`src/rtl/branch_cmp_seq.sv`:
```
// branch_cmp_seq: multi-cycle RV32 branch resolver comparing rs1/rs2 one CHUNK at a time, MSB chunk first.
// Build option: define BRCMP_EARLY_EXIT_EN to leave BUSY on the first differing chunk (variable latency).

module branch_cmp_seq #(
    parameter int XLEN  = 32,
    parameter int CHUNK = 8
) (
    input  logic            clk,
    input  logic            rst,
    input  logic            in_valid,
    output logic            in_ready,
    input  logic [XLEN-1:0] dataA,
    input  logic [XLEN-1:0] dataB,
    input  logic [2:0]      funct3,
    output logic            out_valid,
    input  logic            out_ready,
    output logic            brEq,
    output logic            brLt,
    output logic            taken,
    output logic            illegal
);

    // state | meaning
    // IDLE  | ready for a request, operands not held
    // BUSY  | comparing one chunk per cycle, chunksLeft counts down to 0
    // DONE  | result held on the outputs until out_ready

    localparam int N     = XLEN / CHUNK;
    localparam int CW    = (N > 1) ? $clog2(N) : 1;
    localparam int SHIFT = (N > 1) ? CHUNK : 0;
    localparam logic [XLEN-1:0] MSB_MASK = {1'b1, {(XLEN-1){1'b0}}};

    typedef enum logic [1:0] {IDLE, BUSY, DONE} stateT;

    stateT           state;
    stateT           stateNext;
    logic [XLEN-1:0] opA;
    logic [XLEN-1:0] opB;
    logic [2:0]      f3Lat;
    logic [CW-1:0]   chunksLeft;
    logic            diffSeen;
    logic            ltSeen;

    logic [CHUNK-1:0] chunkA;
    logic [CHUNK-1:0] chunkB;
    logic             chunkDiff;
    logic             chunkLt;
    logic             lastChunk;
    logic             exitBusy;
    logic             accept;
    logic             resEq;
    logic             resLt;
    logic             resTaken;
    logic             resIllegal;

    assign in_ready  = (state == IDLE);
    assign out_valid = (state == DONE);
    assign accept    = in_valid && in_ready;

    // Operands shift left each BUSY cycle, so the chunk under test is always the top one.
    assign chunkA    = opA[XLEN-1 -: CHUNK];
    assign chunkB    = opB[XLEN-1 -: CHUNK];
    assign chunkDiff = (chunkA != chunkB);
    assign chunkLt   = (chunkA < chunkB);
    assign lastChunk = (chunksLeft == '0);

`ifdef BRCMP_EARLY_EXIT_EN
    assign exitBusy = lastChunk || chunkDiff;
`else
    assign exitBusy = lastChunk;
`endif

    always_comb begin
        resEq = !(diffSeen || chunkDiff);
        resLt = 1'b0;
        if (diffSeen) begin
            resLt = ltSeen;
        end else if (chunkDiff) begin
            resLt = chunkLt;
        end
    end

    always_comb begin
        resTaken   = 1'b0;
        resIllegal = 1'b0;
        case (f3Lat)
            3'b000:          resTaken = resEq;
            3'b001:          resTaken = !resEq;
            3'b100, 3'b110:  resTaken = resLt;
            3'b101, 3'b111:  resTaken = !resLt;
            default:         resIllegal = 1'b1;
        endcase
    end

    always_ff @(posedge clk) begin
        if (rst) begin
            state <= IDLE;
        end else begin
            state <= stateNext;
        end
    end

    always_comb begin
        stateNext = state;
        case (state)
            IDLE: if (in_valid)  stateNext = BUSY;
            BUSY: if (exitBusy)  stateNext = DONE;
            DONE: if (out_ready) stateNext = IDLE;
            default:             stateNext = IDLE;
        endcase
    end

    always_ff @(posedge clk) begin
        if (rst) begin
            opA        <= '0;
            opB        <= '0;
            f3Lat      <= '0;
            chunksLeft <= '0;
            diffSeen   <= 1'b0;
            ltSeen     <= 1'b0;
            brEq       <= 1'b0;
            brLt       <= 1'b0;
            taken      <= 1'b0;
            illegal    <= 1'b0;
        end else if (accept) begin
            // Flipping the sign bit once at latch time turns the signed compare into an
            // unsigned one; it only touches chunk 0 and leaves equality unchanged.
            opA        <= funct3[1] ? dataA : (dataA ^ MSB_MASK);
            opB        <= funct3[1] ? dataB : (dataB ^ MSB_MASK);
            f3Lat      <= funct3;
            chunksLeft <= CW'(N - 1);
            diffSeen   <= 1'b0;
            ltSeen     <= 1'b0;
        end else if (state == BUSY) begin
            opA        <= opA << SHIFT;
            opB        <= opB << SHIFT;
            chunksLeft <= chunksLeft - CW'(1);
            if (!diffSeen && chunkDiff) begin
                diffSeen <= 1'b1;
                ltSeen   <= chunkLt;
            end
            if (exitBusy) begin
                brEq    <= resEq;
                brLt    <= resLt;
                taken   <= resTaken;
                illegal <= resIllegal;
            end
        end
    end

endmodule

```
`config.mk`:
```
export PLATFORM = sky130hd
export DESIGN_NAME = branch_cmp_seq
export DESIGN_NICKNAME = d
export VERILOG_FILES = /design/src/rtl/branch_cmp_seq.sv
export SDC_FILE = /design/constraint.sdc
export NUM_CORES = 1
export LEC_CHECK = 0
export ABC_AREA = 1
export CORE_AREA = 2 2 109 111
export CTS_CLUSTER_DIAMETER = 60
export DETAILED_ROUTE_END_ITERATION = 10
export DIE_AREA = 0 0 111 113
export SLEW_MARGIN = 20
export SYNTH_ARGS = -nofsm -noshare
export SYNTH_HDL_FRONTEND = slang
export SYNTH_SLANG_ARGS = --single-unit
```
`constraint.sdc`:
```
create_clock -name clk -period 2.2 [get_ports clk]
set_clock_uncertainty 0.2 [all_clocks]
set_input_delay 0.33 -clock clk [delete_from_list [all_inputs] [get_ports clk]]
set_output_delay 0.33 -clock clk [all_outputs]
set_load 0.02 [all_outputs]
```
Word level (Yosys, flattened, before mapping):

Cells that the tools add are included.
W data, S select, Z words.

* word-level logic and storage cells: 60
* input port bits: 71
* output and inout bits: 6
* register bits: 77

* reductions and logical operators: 17
* eq/ne operators: 11
* multiplexer cells: 16
* add/sub/neg operators: 1
* bitwise logic cells: 3
* order comparisons: 1

Operators with widths (count)
* $mux W32: 6
* $eq A3 B3 Y1 const B: 4
* $mux W2: 5
* $lt A8 B8 Y1: 1
* $ne A8 B8 Y1: 1
* $pmux W2 S3: 1
* $reduce_and A3 Y1: 2
* $reduce_or A2 Y1: 3
* $reduce_or A6 Y1: 1
* $logic_not A2 Y1: 2
* $ne A2 B2 Y1 const B: 2
* $pmux W1 S4: 1
* $eq A3 B1 Y1 const B: 1
* $logic_not A1 Y1: 3
* $logic_not A3 Y1: 1
* $mux W1: 3
* $not A1 Y1: 3
* $eq A2 B1 Y1 const B: 1
* $eq A2 B2 Y1 const B: 1
* $logic_and A1 B1 Y1: 2
* $ne A2 B1 Y1 const B: 1
* $reduce_and A2 Y1: 1
* $reduce_bool A2 Y1: 1
* $sub A2 B1 Y2 const B: 1
* $logic_or A1 B1 Y1: 1

Longest topological paths before layout:

Gate-level depths: netlist of run 1.

* depth in word-level cells: 5
* gate-level depth with buffers: 14
* mapped depth without buffers: 14

Least setup slack after synthesis of run 1:

Ideal clock, no wire load.

* kind: reg2reg
* from: reg opB[31]
* to: reg taken
* cell stages (with the launch flop): 12
* library setup time: 132 ps
* data arrival time: 1344 ps
* setup slack: 524 ps
* buffers on the path: 0
* cells stage by stage: dfxtp_1 inv_1 ha_1 nand2_1 nor2_1 a21oi_1 nand3_1 nand2_1 nand2_1 nand3_1 nand2_1 a21oi_1

* longest elaborated chain between the ends: 5
* elaborated cells on any way between the ends: 8
* classes of those cells: 1 x order compare; 1 x eq/ne; 3 x mux; 3 x reduce/logical

RTL lines
* from (decl): line 38 `logic [XLEN-1:0] opB;`
* from (signal assigned): line 129 `opB <= funct3[1] ? dataB : (dataB ^ MSB_MASK);`
* from (signal assigned): line 136 `opB <= opB << SHIFT;`
* $lt A8 B8 Y1 / $ne A8 B8 Y1 (equally long branches): line 64, 63
* $mux W1: line 78 `end else if (chunkDiff) begin`
* $mux W1: line 76 `if (diffSeen) begin`
* $logic_not A1 Y1: line 90 `3'b101, 3'b111: resTaken = !resLt;`
* $pmux W1 S4 *: line 86 `case (f3Lat)`
* to (signal assigned): line 145 `taken <= resTaken;`
* to (decl): line 19 `output logic taken,`

Mark *: on every way between the ends. The rest lies on a longest branch, timed or not.
A chain may end at the register's enable or synchronous reset.

Final worst setup path of run 1:

* from: reg state[1]
* to: out out_valid

* longest elaborated chain between the ends: 1

RTL lines
* from (decl): line 35 `stateT state;`
* from (signal assigned): line 99 `state <= stateNext;`
* $eq A2 B2 Y1: line 57 `assign out_valid = (state == DONE);`
* to (decl): line 15 `output logic out_valid,`

Every way passes these cells.

==> metrics.txt, run 1 <==
status complete, no violations; relative slew slack 53.5%; Die Y approximately 110 microns; Fmax 485 MHz; dpl hpwl 5.81 mm; Synth Net Count ~530; Total GRT Usage a little over an eighth; FILL cells between 1,000 and 1,500; # DRC 0; placed cell area between 4000 and 5000 sq um; CP Capture Type primary output; CTS root buf clkbuf_16; num rows 39; CTS buffer count 9; ANT nets after route 0; Final Critical Period slightly above 2 ns; CTS tree built; #FFs+latches synth 77; cell depth of the worst flop-to-flop path 11; CP Launch Type flip-flop; largest net degree at the start of global routing between 60 and 70; vias in the first global route 2,974; n_diodes 0; R2R Path Start opB[31]$_SDFFE_PP0P_; Post-CTS Setup Inserts 0; die area 12,500 sq um; worst skew pair latency roughly 0.32 ns; register area share after synthesis between 40 and 50%; Area growth, synth to finish 34.5%; Die Width roughly 110 microns; Final period util between 90% and 100%; Setup TNS 0 ns; via density per instance between 4 and 5; Iteration-0 DRC Markers ~190; Initial Util between 20 and 30%; Sequential Power Share between 40 and 50%; total gr overflow 0; Peak VDD IR ~450 uV; Critical Path End out_valid; clock tree buffer depth 2; initial antenna violation count 0; num ports 77; Worst Setup Path Type reg2out; Routed WL per cell between 10 and 15 microns; Clk pin slew, worst setup/hold paths about 0.060 ns; CTS resizes 0; Hold Fails Final Rpt 0; global-route wire length before repair around 14 mm; yosys warns 0; Total Power ~3.7 mW; Final Setup Violations 0; CP Data Required Time roughly 1.7 ns; vias around 3,100; switching power 0.981 mW; critical path launch point state[1]$_SDFFE_PP0P_; switching share of power a little over a quarter; max_cap viols 0; Worst R2R End taken$_SDFFE_PP0P_; worst min path class in2reg; Port-buffer cells 76; RSZ-0062 raised after global routing false; hold_buf cts 0; worst-path fanout max 3; Cells after Synth 453; synthesized cell area 3320 sq um; Int Pwr roughly 2.7 mW; DRT Pass-1 Iters 4; P per Cell Area 821 nW/um^2; CTS H-Tree Depth 3; layout cell share with drive strength beyond 1 under 10%; routability cong. a little over 0.8; WP data arrival around 1.5 ns; Synth cell types 27; P_leak 1.70 nW; Max Slew Vio Count 0; Final #Nets between 600 and 700; Floorplan Core Area roughly 11,000 sq um; Avg Inst Size Synth 7.33 sq um; fin area approximately 4500 sq um; actual slew at the worst max-slew pin 0.697 ns; R2R setup slack 0.34 ns; Logic pwr share a little under a fifth; clk sinks between 70 and 80; Clock power frac 38.4%; Routed WL around 8.3 mm
## state kept, by name (all words and copies together) (netlist names)
register	flops
opA	32
opB	32
f3Lat	3
chunksLeft	2
state	2
brEq	1
brLt	1
diffSeen	1
illegal	1
ltSeen	1
taken	1
## through the flow
stage | std cells | hold slack, ns | worst slack (ns) | utilization, %
finish | 669 | 0.198 | 0.139 | 39.6
global route | 669 | 0.234 | 0.0579 | 39.6
CTS | 669 | 0.198 | 0.112 | 39.6
detailed placement | 654 | 0.255 | 0.294 | 37.1
global placement | 654 | 0.249 | 0.331 | 37.1
floorplan | 453 | 0.239 | 0.524 | -
## how the worst min path moves through the flow
stage | slack [ns] | depth (start not counted) | from | to
final | 0.20 | 4 | rst | opB[31]$_SDFFE_PP0P_
after global routing | 0.23 | 4 | rst | opA[31]$_SDFFE_PP0P_
after CTS | 0.20 | 4 | rst | opB[31]$_SDFFE_PP0P_
after detailed placement | 0.26 | 2 | opB[4]$_SDFFE_PP0P_ | opB[4]$_SDFFE_PP0P_
after global placement | 0.25 | 2 | opA[0]$_SDFFE_PP0P_ | opA[0]$_SDFFE_PP0P_
after floorplan | 0.24 | 2 | opA[0]$_SDFFE_PP0P_ | opA[0]$_SDFFE_PP0P_
## power by group through the flow
stage | clock network [mW] | logic, mW | registers [mW]
global placement | 0 | 0.668 | 1.61
global route | 1.49 | 0.761 | 1.59
finish | 1.41 | 0.678 | 1.58
CTS | 1.43 | 0.684 | 1.58
detailed placement | 0 | 0.678 | 1.61
floorplan | 0 | 0.433 | 1.60
## layout by cell type, fill, tap and decap left out, types with 3 or more instances in the layout
cell and n:
inv_1 28, ha_1 9, clkbuf_16 9, a31oi_1 46, nand4_1 3, nand2_1 198
dfxtp_1 77, buf_4 7, clkinv_2 3, nand3_1 4, a21oi_1 29, o21ai_0 8
clkdlybuf4s50_1 75, nor2_1 10
## cell usage after synthesis
library cell	n	area, sq um
nor2_2	1	6.26
buf_2	11	55.1
o211ai_1	2	15.0
o21bai_1	1	7.51
a21oi_1	29	145
nor2_8	1	20.0
nor3_1	1	5.00
o21ai_1	1	5.00
dfxtp_1	77	1540
nor2_1	10	37.5
clkbuf_1	6	22.5
a31oi_1	46	288
a21o_1	1	7.51
nand2_2	1	6.26
inv_1	28	105
inv_4	1	6.26
buf_1	1	3.75
xor2_1	2	17.5
nor2_4	2	22.5
buf_6	1	11.3
inv_2	1	3.75
o21ai_0	8	40.0
nand3_1	4	20.0
nand4_1	3	18.8
nand2_1	198	743
ha_1	9	113
buf_4	7	52.6
## worst max-delay path, cell delays in order, from the launching register on
cell             delay, ns
dfxtp_1               0.40
inv_1                 0.06
nor2_1                0.13
clkdlybuf4s50_1       0.62
## kinds of logic (layout without fill, tap and decap cells)
family | after synthesis | after routing | share of synthesized area (%)
AND/OR/NAND/NOR | 221 | 221 | 26.5
AO/OA/AOI/OAI | 88 | 88 | 15.3
flip-flops | 77 | 77 | 46.4
buffers and inverters | 56 | 129 | 7.84
adder cells (fa/ha/maj) | 9 | 9 | 3.39
XOR/XNOR | 2 | 2 | 0.528
## final cells by class
cell class | count | area, sq um | area share (%)
Multi-Input combinational cell | 320 | 1520 | 34.0
Sequential cell | 77 | 1540 | 34.5
Tap cell | 143 | 179 | 4.01
Timing Repair Buffer | 84 | 828 | 18.6
Inverter | 30 | 115 | 2.58
Clock inverter | 5 | 52.6 | 1.18
Clock buffer | 10 | 229 | 5.13
## per-layer routing
metal | vias to the layer above | global-route usage, % | routed length, microns
met1 | 1423 | 17.0 | 3810
met4 | 0 | 5.58 | 134
met2 | 79 | 22.2 | 4000
met5 | - | 0 | 0
li1 | 1613 | - | -
met3 | 12 | 2.84 | 399
(Power assumes the default switching activity.)
==> inputs of run 2 (changes only) <==
- SKIP_CTS_REPAIR_TIMING: unset -> 1
==> results of run 2 <==
Final layout, timing and power as in run 1 (identical DEF).
